==> config.mk <==
export PLATFORM = sky130hd
export DESIGN_NAME = spi_reg_bank
export DESIGN_NICKNAME = d
export VERILOG_FILES = /design/src/rtl/spi_reg_bank_pkg.sv /design/src/rtl/spi_sync_edge.sv /design/src/rtl/spi_reg_bank.sv
export SDC_FILE = /design/constraint.sdc
export NUM_CORES = 1
export LEC_CHECK = 0
export BUFFER_PORTS_ARGS = -buffer_cell sky130_fd_sc_hd__buf_4
export CAP_MARGIN = 10
export CORE_MARGIN = 3
export CORE_UTILIZATION = 40
export CTS_CLUSTER_DIAMETER = 30
export CTS_CLUSTER_SIZE = 8
export DETAILED_ROUTE_END_ITERATION = 7
export PLACE_DENSITY = 0.6
export SETUP_SLACK_MARGIN = 0.2
export SYNTH_ARGS = -nofsm -noshare
export SYNTH_HDL_FRONTEND = slang
export SYNTH_HIERARCHICAL = 1
export SYNTH_SLANG_ARGS = --single-unit
==> constraint.sdc <==
create_clock -name clk -period 1.9 [get_ports clk]
set_input_delay 0 -clock clk [delete_from_list [all_inputs] [get_ports clk]]
set_output_delay 0 -clock clk [all_outputs]
set_load 0.03 [all_outputs]
==> src/rtl/spi_reg_bank_pkg.sv <==
// Shared types and helpers for the SPI register bank.
package spi_reg_bank_pkg;

    typedef enum logic [1:0] {
        IDLE      = 2'd0,
        CMD       = 2'd1,
        DATA      = 2'd2,
        WAIT_HIGH = 2'd3
    } state_t;

    localparam logic RW_WRITE = 1'b1;
    localparam logic RW_READ  = 1'b0;

    function automatic int frame_w(input int addr_w, input int data_w);
        return 1 + addr_w + data_w;
    endfunction

endpackage

==> src/rtl/spi_sync_edge.sv <==
// Multi-flop synchroniser for one asynchronous pin, with rise/fall detect.
module spi_sync_edge #(
    parameter int   SYNC_STAGES = 2,
    parameter logic RESET_LEVEL = 1'b0
) (
    input  logic clk,
    input  logic rst,
    input  logic din,
    output logic level,
    output logic rise,
    output logic fall
);

    logic [SYNC_STAGES-1:0] sync_q;
    logic [SYNC_STAGES-1:0] warm_q;

    // Edges stay masked until the chain has refilled after reset, so a pin
    // that differs from RESET_LEVEL at release does not look like an edge.
    always_ff @(posedge clk) begin
        if (rst) begin
            sync_q <= {SYNC_STAGES{RESET_LEVEL}};
            warm_q <= '0;
        end else begin
            sync_q <= {sync_q[SYNC_STAGES-2:0], din};
            warm_q <= {warm_q[SYNC_STAGES-2:0], 1'b1};
        end
    end

    assign level = sync_q[SYNC_STAGES-1];
    assign rise  = warm_q[SYNC_STAGES-1] &  sync_q[SYNC_STAGES-2] & ~sync_q[SYNC_STAGES-1];
    assign fall  = warm_q[SYNC_STAGES-1] & ~sync_q[SYNC_STAGES-2] &  sync_q[SYNC_STAGES-1];

endmodule

==> src/rtl/spi_reg_bank.sv <==
// Mode-0 SPI target exposing NUM_REGS x DATA_W registers with in-frame read-back.
module spi_reg_bank
    import spi_reg_bank_pkg::*;
#(
    parameter int                NUM_REGS    = 8,
    parameter int                DATA_W      = 8,
    parameter int                ADDR_W      = 7,
    parameter int                SYNC_STAGES = 2,
    parameter logic [DATA_W-1:0] RESET_VAL   = '0
) (
    input  logic                         clk,
    input  logic                         rst,
    input  logic                         COPI,
    input  logic                         SCLK,
    input  logic                         nCS,
    output logic                         CIPO,
    output logic                         cipo_oe,
    output logic [NUM_REGS*DATA_W-1:0]   regs_flat,
    output logic                         wr_strobe,
    output logic [ADDR_W-1:0]            wr_addr,
    output logic                         frame_err
);

    localparam int FW  = frame_w(ADDR_W, DATA_W);
    localparam int BCW = $clog2(FW + 2);
    localparam logic [BCW-1:0]  CNT_CMD  = BCW'(ADDR_W);
    localparam logic [BCW-1:0]  CNT_FULL = BCW'(FW);
    localparam logic [BCW-1:0]  CNT_SAT  = BCW'(FW + 1);
    localparam logic [ADDR_W:0] NREGS    = (ADDR_W+1)'(NUM_REGS);

    logic copi_s, copi_rise, copi_fall;
    logic sclk_s, sclk_rise, sclk_fall;
    logic ncs_s, ncs_rise, ncs_fall;
    logic unused_edges;

    spi_sync_edge #(.SYNC_STAGES(SYNC_STAGES), .RESET_LEVEL(1'b0)) u_copi (
        .clk(clk), .rst(rst), .din(COPI), .level(copi_s), .rise(copi_rise), .fall(copi_fall));
    spi_sync_edge #(.SYNC_STAGES(SYNC_STAGES), .RESET_LEVEL(1'b0)) u_sclk (
        .clk(clk), .rst(rst), .din(SCLK), .level(sclk_s), .rise(sclk_rise), .fall(sclk_fall));
    spi_sync_edge #(.SYNC_STAGES(SYNC_STAGES), .RESET_LEVEL(1'b1)) u_ncs (
        .clk(clk), .rst(rst), .din(nCS), .level(ncs_s), .rise(ncs_rise), .fall(ncs_fall));

    assign unused_edges = ^{copi_rise, copi_fall, sclk_s};

    state_t                        state, state_nx;
    logic [BCW-1:0]                bit_cnt;
    logic [FW-1:0]                 shift_reg;
    logic [DATA_W-1:0]             shadow;
    logic [NUM_REGS-1:0][DATA_W-1:0] regs;
    logic                          cipo_q;

    logic frame_start, cnt_en, shift_en, cmd_done, tx_shift, frame_end;

    always_ff @(posedge clk) begin
        if (rst) state <= IDLE;
        else     state <= state_nx;
    end

    always_comb begin
        state_nx = state;
        case (state)
            IDLE:      if (ncs_fall) state_nx = CMD;
            CMD:       if (ncs_rise) state_nx = IDLE;
                       else if (sclk_rise && bit_cnt == CNT_CMD) state_nx = DATA;
            DATA:      if (ncs_rise) state_nx = IDLE;
                       else if (sclk_rise && bit_cnt == CNT_FULL) state_nx = WAIT_HIGH;
            WAIT_HIGH: if (ncs_rise) state_nx = IDLE;
            default:   state_nx = IDLE;
        endcase
    end

    always_comb begin
        frame_start = (state == IDLE) && ncs_fall;
        frame_end   = (state != IDLE) && ncs_rise;
        cnt_en      = (state != IDLE) && sclk_rise && !ncs_rise && (bit_cnt != CNT_SAT);
        shift_en    = ((state == CMD) || (state == DATA)) && sclk_rise && !ncs_rise
                      && (bit_cnt < CNT_FULL);
        cmd_done    = (state == CMD) && sclk_rise && !ncs_rise && (bit_cnt == CNT_CMD);
        tx_shift    = (state == DATA) && sclk_fall && !ncs_rise;
    end

    // Command word as it stands once the last address bit is sampled.
    logic [ADDR_W:0]   cmd_next;
    logic [DATA_W-1:0] rd_val;
    assign cmd_next = {shift_reg[ADDR_W-1:0], copi_s};

    always_comb begin
        rd_val = '0;
        if (cmd_next[ADDR_W] == RW_READ) begin
            for (int i = 0; i < NUM_REGS; i++)
                if (cmd_next[ADDR_W-1:0] == ADDR_W'(i)) rd_val = regs[i];
        end
    end

    logic              fr_rw, fr_full, fr_in_range, wr_ok;
    logic [ADDR_W-1:0] fr_addr;
    logic [DATA_W-1:0] fr_data;
    assign fr_rw       = shift_reg[FW-1];
    assign fr_addr     = shift_reg[FW-2 -: ADDR_W];
    assign fr_data     = shift_reg[DATA_W-1:0];
    assign fr_full     = (bit_cnt == CNT_FULL);
    assign fr_in_range = ({1'b0, fr_addr} < NREGS);
    assign wr_ok       = frame_end && fr_full && fr_in_range && (fr_rw == RW_WRITE);

    always_ff @(posedge clk) begin
        if (rst) begin
            bit_cnt   <= '0;
            shift_reg <= '0;
            shadow    <= '0;
            cipo_q    <= 1'b0;
            wr_strobe <= 1'b0;
            frame_err <= 1'b0;
            wr_addr   <= '0;
            regs      <= {NUM_REGS{RESET_VAL}};
        end else begin
            wr_strobe <= 1'b0;
            frame_err <= 1'b0;
            if (frame_start) begin
                bit_cnt   <= '0;
                shift_reg <= '0;
                shadow    <= '0;
            end
            if (cnt_en)   bit_cnt   <= bit_cnt + BCW'(1);
            if (shift_en) shift_reg <= {shift_reg[FW-2:0], copi_s};
            if (cmd_done)      shadow <= rd_val;
            else if (tx_shift) shadow <= shadow << 1;
            // Read data runs out once all DATA_W bits have been presented.
            if (tx_shift)           cipo_q <= (bit_cnt < CNT_FULL) ? shadow[DATA_W-1] : 1'b0;
            else if (state != DATA) cipo_q <= 1'b0;
            if (frame_end) begin
                wr_strobe <= wr_ok;
                frame_err <= !fr_full || !fr_in_range;
            end
            if (wr_ok) wr_addr <= fr_addr;
            for (int i = 0; i < NUM_REGS; i++)
                if (wr_ok && fr_addr == ADDR_W'(i)) regs[i] <= fr_data;
        end
    end

    assign CIPO      = cipo_q;
    assign cipo_oe   = ~ncs_s;
    assign regs_flat = regs;

endmodule

==> qor.csv, run 1 <==
metric,value,unit
area_delta_synth_final,38.9,%
cts_buffer_depth,2,
syn_area_per_cell,9.51,µm²
crit_fanout,6,
status,finished with violations,
fill_cells,1159,
grt_pass1_vias,4504,
yosysWarnings,6,
clock_latency,0.42,ns
io_buffers,79,
crit_path_end_kind,flip-flop,
initial_core_util,41.2,%
drv_cap,0,
vias,4631,
antenna_cells,0,
core,12700,µm²
finalHoldViolCount,0,
final_cell_mix,"buf_4, dfxtp_1, nand2_1",
cts_buffers,17,
grt-busiest-layer,met2,
ant_nets,0,
finalNetCount,683,
seq_area,2310,µm²
vias_per_cell,5.41,
grt_max_degree,35,
drive_above_1_share,32.7,%
wire_per_inst,17.8,µm
powerDensity,817,nW/µm²
drcViolationCount,0,
gp_congestion,0.828,
ir_drop,0.000582,V
total_leakage_power,3.08,nW
synth_nets,563,
cts_max_level,4,
grtUsageMet1,28.0,%
skew,0.0112,ns
rows,41,
violations,negative setup slack,
die_y,120,µm
worstPathCellList,and3b_2 -> or4bb_4 -> nor4_4 -> buf_6 -> buf_12 -> o2111ai_2 -> o22ai_1,
use_met3,6.08,%
placed_cell_area,6300,µm²
antenna_found_initial,0,
crit_type,reg2reg,
cp_slowest_cell,or4bb_4,
multiInputGateArea,2950,µm²
grt_use_met2,34.2,%
fin_ws,-0.00934,ns
hold_ws,0.307,ns
fp.dieW,120,µm
grt_overflow_total,0,
cp-start-kind,flip-flop,
hp-class,in2reg,
ios,80,
cts.reportedPaths.clkPinSlew,0.06,ns
syn_area,5240,µm²
worstPathRequired,2.23,ns
fmax,524,MHz
slew_viol_final,0,
fin_crit_sh,100,%
setup_viol,1,
largest_reg_flops,64,
grt_first_pass_wirelength,24300,µm
cp_data_arrival_time,2.24,ns
grt_util_all_layers,21.6,%
cts_root_buffer,clkbuf_16,
die_area,14500,µm²
stdcell_area,7280,µm²
syn_inst,551,
dp_hpwl,10300,µm
detail_route.first_pass.iterations,5,
routed_wl,15300,µm
worstMarginPinSlew,0.693,ns
first_iter_violations,323,
cpPeakStageDelay,0.57,ns
cts_num_sinks,115,
min_period,1.91,ns
rsz0062_at_grt,yes,
final_common_cell,buf_4,
slew_headroom,53.8,%
cts_tree,built,
-- power breakdown --
group          switching [mW]  internal, mW  total (mW)  leakage (nW)
Sequential             0.0184          2.44        2.46         0.930
Combinational           0.184         0.144       0.328          1.87
Clock                    1.18          1.98        3.16         0.285
Total                    1.38          4.57        5.94          3.08
-- per-layer routing --
layer  part of all wire, %  vias to the layer above
li1                      -                     2215
met1                    45                     2279
met2                    48                      123
met3                   4.9                       14
met4                   1.8                        0
met5                     0                        -
-- what timing repair did --
| item | 4_1_cts | 5_1_grt |
|---|---|---|
| setup buffers | 14 | 2 |
| pin swaps | 17 | 6 |
| hold buffers | 4 | 0 |
| resized for setup | 27 | 18 |
| endpoints found under the hold margin | 18 | 0 |
| endpoints found under the setup margin | 97 | 102 |
-- final timing paths --
check | start | slack (ns) | endpoint | cells after the start
worst max register to register | u_ncs/sync_q[1] | -0.009 | shadow[5] | 7
worst max-delay path | u_ncs/sync_q[1] | -0.009 | shadow[5] | 7
worst min-delay path | nCS | 0.31 | u_ncs/sync_q[0] | 3
worst min register to register | u_ncs/warm_q[0] | 0.43 | u_ncs/warm_q[1] | 1
-- cell type report --
class,count,share of cell area (%)
Clock buffer,19,6.09
Tap cell,172,2.96
Sequential cell,115,31.7
Timing Repair Buffer,139,15.9
Clock inverter,13,2.06
Multi-Input combinational cell,383,40.5
Inverter,15,0.774
-- critical path: cells and delay by family, from the launching register on --
kind	cells	cell delay, ns
simple gates	3	0.98
flops	1	0.32
buf+inv	2	0.27
compound gates	2	0.27
-- stage by stage --
stage,power (mW),util [%],instances,worst slack (ns),setup TNS [ns]
floorplan,2.69,-,551,0.0306,0
global placement,2.77,49.6,804,-0.00836,-0.0123
detailed placement,2.78,49.6,804,-0.105,-0.286
CTS,5.97,56.4,854,-0.0499,-0.131
global route,6.15,57.2,856,-0.117,-3.53
finish,5.94,57.2,856,-0.00934,-0.00934
Note: power is estimated with default switching activity, not from simulation.
==> inputs of run 2 (changes only) <==
--- a/config.mk
+++ b/config.mk
@@ -16,5 +16,4 @@
 export SETUP_SLACK_MARGIN = 0.2
 export SYNTH_ARGS = -nofsm -noshare
 export SYNTH_HDL_FRONTEND = slang
-export SYNTH_HIERARCHICAL = 1
 export SYNTH_SLANG_ARGS = --single-unit
==> run 2 against run 1 <==
  * Flip-flop and latch count fell by 2
  * The run now ends clean
  * Clock power is 10% higher
  * Critical endpoint is now shadow[1]
  * Critical path depth down 2
  * Critical path type unchanged
  * Fmax is 12% higher
  * Largest power group unchanged
  * Global-route usage is 1.7 points lower
  * Area after synthesis decreased by 3.2%
  * Clock skew decreased by 0.0045 ns
  * First-iteration DRC count decreased by 13%
  * Sequential power is 2% lower
  * Synthesized cell count decreased by 2.7%
  * Wire length is 4.9% lower
  * Sequential share of layout area decreased by 0.20 points
==> qor.csv, run 2 <==
metric,value,unit,change
holdPathStages,2,,was 3
synth.most_common_cell,dfxtp_1,,
grt_use_met2,31.3,%,was 34.2%
cpPeakStageDelay,0.43,ns,was 0.57 ns
rsz0062_at_grt,yes,,unchanged
ys_types,48,,
cp-start-kind,flip-flop,,unchanged
core,12200,µm²,was 12700 µm²
syn_area_per_cell,9.46,µm²,was 9.51 µm²
syn_inst,536,,was 551
antenna_cells,0,,unchanged
worstPathCellList,nand3b_1 -> buf_4 -> o41a_1 -> a31oi_1 -> o32ai_1,,was and3b_2 -> or4bb_4 -> nor4_4 -> buf_6 -> buf_12 -> o2111ai_2 -> o22ai_1
crit_path_end_kind,flip-flop,,unchanged
finalNetCount,660,,was 683
slew_viol_final,0,,unchanged
die_y,119,µm,was 120 µm
drive_above_1_share,33.6,%,was 32.7%
ios,80,,unchanged
finalHoldViolCount,0,,unchanged
finalCoreUtilization,59.3,%,was 57.2%
yosysTopAreaCellShare,44.6,%,
routed_wl,14500,µm,was 15300 µm
fmax,585,MHz,was 524 MHz
drcViolationCount,0,,unchanged
stdcell_count,829,,was 856
hp-class,in2reg,,unchanged
synth_edf_count,0,,
slew_headroom,62.0,%,was 53.8%
vias,4483,,was 4631
clock_latency,0.41,ns,was 0.42 ns
gp_congestion,0.833,,was 0.828
cts_buffer_depth,2,,unchanged
min_period,1.71,ns,was 1.91 ns
ys_async_sr_fraction,0,%,
r2r_setup_slack,0.19,ns,was -0.009 ns
cp_slowest_cell,o41a_1,,was or4bb_4
cts_tree,built,,unchanged
critical_path.n_buffers_inverters,1,,was 2
setup_viol,0,,was 1
grt_max_degree,55,,was 35
holdCritStartpoint,rst,,was nCS
fill_cells,1059,,was 1159
rows,40,,was 41
placed_cells,770,,was 804
total_leakage_power,3.21,nW,was 3.08 nW
area_delta_synth_final,42.8,%,was 38.9%
wire_per_inst,17.5,µm,was 17.8 µm
grt_util_all_layers,19.9,%,was 21.6%
cts_buffers,17,,unchanged
reg2reg_depth,5,,was 7
hold_end,regs_flat[18],,was u_ncs/sync_q[0]
detail_route.first_pass.iterations,5,,unchanged
ir_drop,0.000435,V,was 0.000582 V
fin_crit_sh,89.9,%,was 100%
crit_family,compound AO/OA/AOI/OAI gates,,was simple AND/OR/NAND/NOR gates
ant_nets,0,,unchanged
die_area,14100,µm²,was 14500 µm²
worstPathRequired,2.16,ns,was 2.23 ns
cts_max_level,4,,unchanged
skew,0.00672,ns,was 0.0112 ns
initial_core_util,41.5,%,was 41.2%
reg2reg_from,u_sclk.sync_q[1],,was u_ncs/sync_q[1]
synth_nets,548,,was 563
dp_hpwl,9320,µm,was 10300 µm
vias_per_cell,5.41,,about the same
synth_commonest_cells,"dfxtp_1, mux2i_1, nor2_1",,
cts.reportedPaths.clkPinSlew,0.05,ns,was 0.06 ns
grt-busiest-layer,met2,,unchanged
crit_type,reg2reg,,unchanged
first_iter_violations,282,,was 323
grt_pass1_vias,4157,,was 4504
grtUsageMet1,26.1,%,was 28.0%
cts_num_sinks,113,,was 115
antenna_found_initial,0,,unchanged
ys_seq_area_share,44.6,%,
cts_root_buffer,clkbuf_16,,unchanged
worst_r2r_endpoint,shadow[1],,was shadow[5]
io_buffers,79,,unchanged
worstMarginPinSlew,0.571,ns,was 0.693 ns
powerDensity,850,nW/µm²,was 817 nW/µm²
largest_reg_flops,64,,unchanged
crit_fanout,8,,was 6
setup_tns,0,ns,was -0.00934 ns
status,completed,,was finished with violations
grt_overflow_total,0,,unchanged
syn_area,5070,µm²,was 5240 µm²
grt_first_pass_wirelength,22300,µm,was 24300 µm
ys_top_cells_by_area,"dfxtp_1, mux2i_1, nor2_1, nand3b_1, nor3b_1",,
final_cell_mix,"buf_4, dfxtp_1, mux2i_1",,"was buf_4, dfxtp_1, nand2_1"
cp_data_arrival_time,1.97,ns,was 2.24 ns
ys_ff_latch,113,,
ys.flop_type,dfxtp_1,,
yosys.area.top_type,dfxtp_1,,
use_met3,4.83,%,was 6.08%
final_common_cell,buf_4,,unchanged
fp.dieW,119,µm,was 120 µm
yosysWarnings,0,,was 6
drv_cap,0,,unchanged
-- run 2: timing repair --
action | 4_1_cts | 5_1_grt
pin swaps | 12 | 35
hold buffers | 3 | 0
resized for setup | 24 | 39
setup endpoints to repair | 83 | 98
setup buffers | 6 | 14
cloned | 0 | 4
hold endpoints to repair | 3 | 0
-- run 2: kinds of logic (layout without fill, tap and decap cells) --
kind of cell	after synthesis	count (layout)	synth area share (%)
AO/OA/AOI/OAI	86	86	10.7
adder cells (fa/ha/maj)	7	7	1.73
buffers and inverters	52	177	4.17
flip-flops	113	113	44.6
multiplexers	84	84	16.8
AND/OR/NAND/NOR	194	194	22.0
-- run 2: per-stage QoR --
| step | power (mW) | hold WS (ns) | setup WS [ns] | cell area [µm²] |
|---|---|---|---|---|
| 4_1_cts | 6.14 | 0.0581 | 0.162 | 6930 |
| 6_report | 6.15 | 0.0780 | 0.191 | 7240 |
| 3_5_place_dp | 2.66 | 0.194 | 0.0322 | 6080 |
| 2_1_floorplan | 2.61 | 0.0897 | 0.203 | 5150 |
| 5_1_grt | 6.35 | 0.102 | 0.0594 | 7240 |
| 3_3_place_gp | 2.65 | 0.190 | 0.0983 | 6080 |
-- run 2: power by group --
part	internal (mW)	switching, mW
logic	0.122	0.150
registers	2.39	0.0173
clock network	2.40	1.08
total	4.91	1.25
-- run 2: metal layers --
layer	vias to the layer above	routed length, µm	share of wire (%)
met5	-	0	0
met1	2191	6590	45
li1	2143	-	-
met3	26	597	4.1
met4	0	326	2.2
met2	123	7000	48
-- run 2: final cells by class --
class / instances / area (µm²) / share of cell area [%]
inverters: 8 / 32.5 / 0.449
multi-input cells: 371 / 2870 / 39.7
repair buffers: 137 / 1180 / 16.4
flip-flops and latches: 113 / 2280 / 31.5
clock buffers: 24 / 512 / 7.07
clock inverters: 8 / 148 / 2.04
well taps: 168 / 210 / 2.90
-- run 2: how the worst max path moves through the flow --
stage | from | endpoint | depth (start not counted)
after detailed placement | bit_cnt[0] | regs_flat[26] | 8
after global placement | state[1] | regs_flat[36] | 6
after CTS | state[1] | regs_flat[20] | 6
after global routing | u_sclk.sync_q[1] | shadow[1] | 5
after floorplan | state[1] | regs_flat[32] | 7
final | u_sclk.sync_q[1] | shadow[1] | 5
==> inputs of run 3 (changes only) <==
--- a/config.mk
+++ b/config.mk
@@ -12,7 +12,7 @@
 export CTS_CLUSTER_DIAMETER = 30
 export CTS_CLUSTER_SIZE = 8
 export DETAILED_ROUTE_END_ITERATION = 7
-export PLACE_DENSITY = 0.6
+export PLACE_DENSITY_LB_ADDON = 0.2
 export SETUP_SLACK_MARGIN = 0.2
 export SYNTH_ARGS = -nofsm -noshare
 export SYNTH_HDL_FRONTEND = slang
==> run 3 against run 2 <==
  * Hold slack got worse by 0.0035 ns
  * Die area stayed put
  * Clock skew down 0.0015 ns
  * Sequential share of layout area is 0.52 points higher
  * Count of clock-buffer cells in the layout shrank 3
  * Highest routed layer unchanged
  * Largest cell class unchanged
  * Total power shrank 6.2%
  * Flip-flop and latch count did not move
  * Clock power down 11%
==> qor.csv, run 3 (synthesis results as in run 2) <==
metric,value,unit,change
cpPeakStageDelay,0.34,ns,was 0.43 ns
hp-class,in2reg,,unchanged
rsz0062_at_grt,yes,,unchanged
vias,4465,,was 4483
vias_per_cell,5.42,,was 5.41
gp_congestion,0.775,,was 0.833
crit_path_end_kind,flip-flop,,unchanged
powerDensity,808,nW/µm²,was 850 nW/µm²
grt_max_degree,63,,was 55
worstPathCellList,nand3b_1 -> buf_6 -> nor4b_4 -> buf_6 -> clkbuf_16 -> nand3b_1 -> a21oi_1,,was nand3b_1 -> buf_4 -> o41a_1 -> a31oi_1 -> o32ai_1
placed_cells,767,,was 770
fin_ws,0.148,ns,was 0.191 ns
critical_path.n_buffers_inverters,3,,was 1
cts_max_level,4,,unchanged
crit_type,reg2reg,,unchanged
drive_above_1_share,32.3,%,was 33.6%
fin_crit_sh,92.2,%,was 89.9%
ios,80,,unchanged
setup_tns,0,ns,unchanged
ir_drop,0.000529,V,was 0.000435 V
cts_root_buffer,clkbuf_16,,unchanged
ant_nets,0,,unchanged
grt_overflow_total,0,,unchanged
grt_util_all_layers,20.2,%,was 19.9%
clock_latency,0.41,ns,about the same
fp.dieW,119,µm,unchanged
cts_buffers,17,,unchanged
setup_viol,0,,unchanged
fmax,571,MHz,was 585 MHz
wire_per_inst,17.6,µm,was 17.5 µm
slew_viol_final,0,,unchanged
core,12200,µm²,unchanged
final_cell_mix,"buf_4, dfxtp_1, mux2i_1",,unchanged
antenna_cells,0,,unchanged
worstPathRequired,2.17,ns,was 2.16 ns
drv_cap,0,,unchanged
post-place-ws,0.0623,ns,was 0.0322 ns
grt_first_pass_wirelength,22700,µm,was 22300 µm
grt_pass1_vias,4283,,was 4157
cts_tree,built,,unchanged
dp_hpwl,9250,µm,was 9320 µm
skew,0.00520,ns,was 0.00672 ns
first_iter_violations,212,,was 282
r2r_setup_slack,0.15,ns,was 0.19 ns
initial_core_util,41.5,%,unchanged
fill_cells,1066,,was 1059
cp_slowest_cell,dfxtp_2,,was o41a_1
drcViolationCount,0,,unchanged
routed_wl,14500,µm,about the same
stdcell_area,7140,µm²,was 7240 µm²
rows,40,,unchanged
finalNetCount,655,,was 660
largest_reg_flops,64,,unchanged
cts.reportedPaths.clkPinSlew,0.06,ns,was 0.05 ns
cts_buffer_depth,2,,unchanged
worstMarginPinSlew,0.585,ns,was 0.571 ns
finalHoldViolCount,0,,unchanged
crit_fanout,8,,unchanged
hold_ws,0.0745,ns,was 0.0780 ns
io_buffers,79,,unchanged
crit_family,simple AND/OR/NAND/NOR gates,,was compound AO/OA/AOI/OAI gates
final_common_cell,buf_4,,unchanged
area_delta_synth_final,40.7,%,was 42.8%
antenna_found_initial,0,,unchanged
finalCoreUtilization,58.5,%,was 59.3%
die_area,14100,µm²,unchanged
stdcell_count,824,,was 829
cts_num_sinks,113,,unchanged
cp_data_arrival_time,2.02,ns,was 1.97 ns
min_period,1.75,ns,was 1.71 ns
slew_headroom,61.0,%,was 62.0%
detail_route.first_pass.iterations,5,,unchanged
power,5.77,mW,was 6.15 mW
status,completed,,unchanged
cp-start-kind,flip-flop,,unchanged
total_leakage_power,3.09,nW,was 3.21 nW
placed_cell_area,6060,µm²,was 6080 µm²
die_y,119,µm,unchanged
-- run 3: changes by cell type in the layout (fill, tap and decap cells not counted), moves of 3 or more --
cell       change
a21oi_1        +5
nand2_1        +5
buf_4          -7
bufinv_16      -3
nand2_2        -5
ha_2           +3
a21oi_2        -5
-- run 3: area by class of cell --
class,count,area (µm²),share of cell area (%)
multi-input combinational,372,2850,39.9
sequential,113,2290,32.0
timing repair buffer,131,1170,16.4
clock buffer,21,480,6.73
tap,168,210,2.94
clock inverter,11,104,1.45
inverter,8,35.0,0.491
-- run 3: what timing repair did --
action | CTS | global route
hold buffers | 3 | 0
setup endpoints to repair | 92 | 100
setup buffers | 9 | 9
hold endpoints to repair | 3 | 0
pin swaps | 16 | 41
gates resized for setup | 21 | 42
cloned | 0 | 4
-- run 3: per-layer routing --
layer  wire length (µm)  track usage [%]
met5                  0                0
met4                263             7.82
met3                669             4.35
met2               7410             33.4
met1               6140             25.7
-- run 3: worst paths after layout --
path              cells past startpoint        startpoint               end
setup / recovery                      7  u_sclk.sync_q[1]     shift_reg[15]
hold reg to reg                       1  u_copi.sync_q[0]  u_copi.sync_q[1]
hold / removal                        2               rst        wr_addr[1]
setup reg to reg                      7  u_sclk.sync_q[1]     shift_reg[15]
-- run 3: worst register-to-register path: cells and delay by family, from the launching register on --
| kind | cells | cell delay, ns |
|---|---|---|
| AOI/OAI and AO/OA | 1 | 0.07 |
| buffers and inverters | 3 | 0.53 |
| DFF | 1 | 0.34 |
| and+or+nand+nor | 3 | 0.68 |
-- run 3: report_power, final --
part / internal (mW) / switching, mW / total (mW)
Clock: 1.94 / 1.16 / 3.09
Combinational: 0.124 / 0.149 / 0.273
Sequential: 2.38 / 0.0185 / 2.40
Total: 4.45 / 1.32 / 5.77
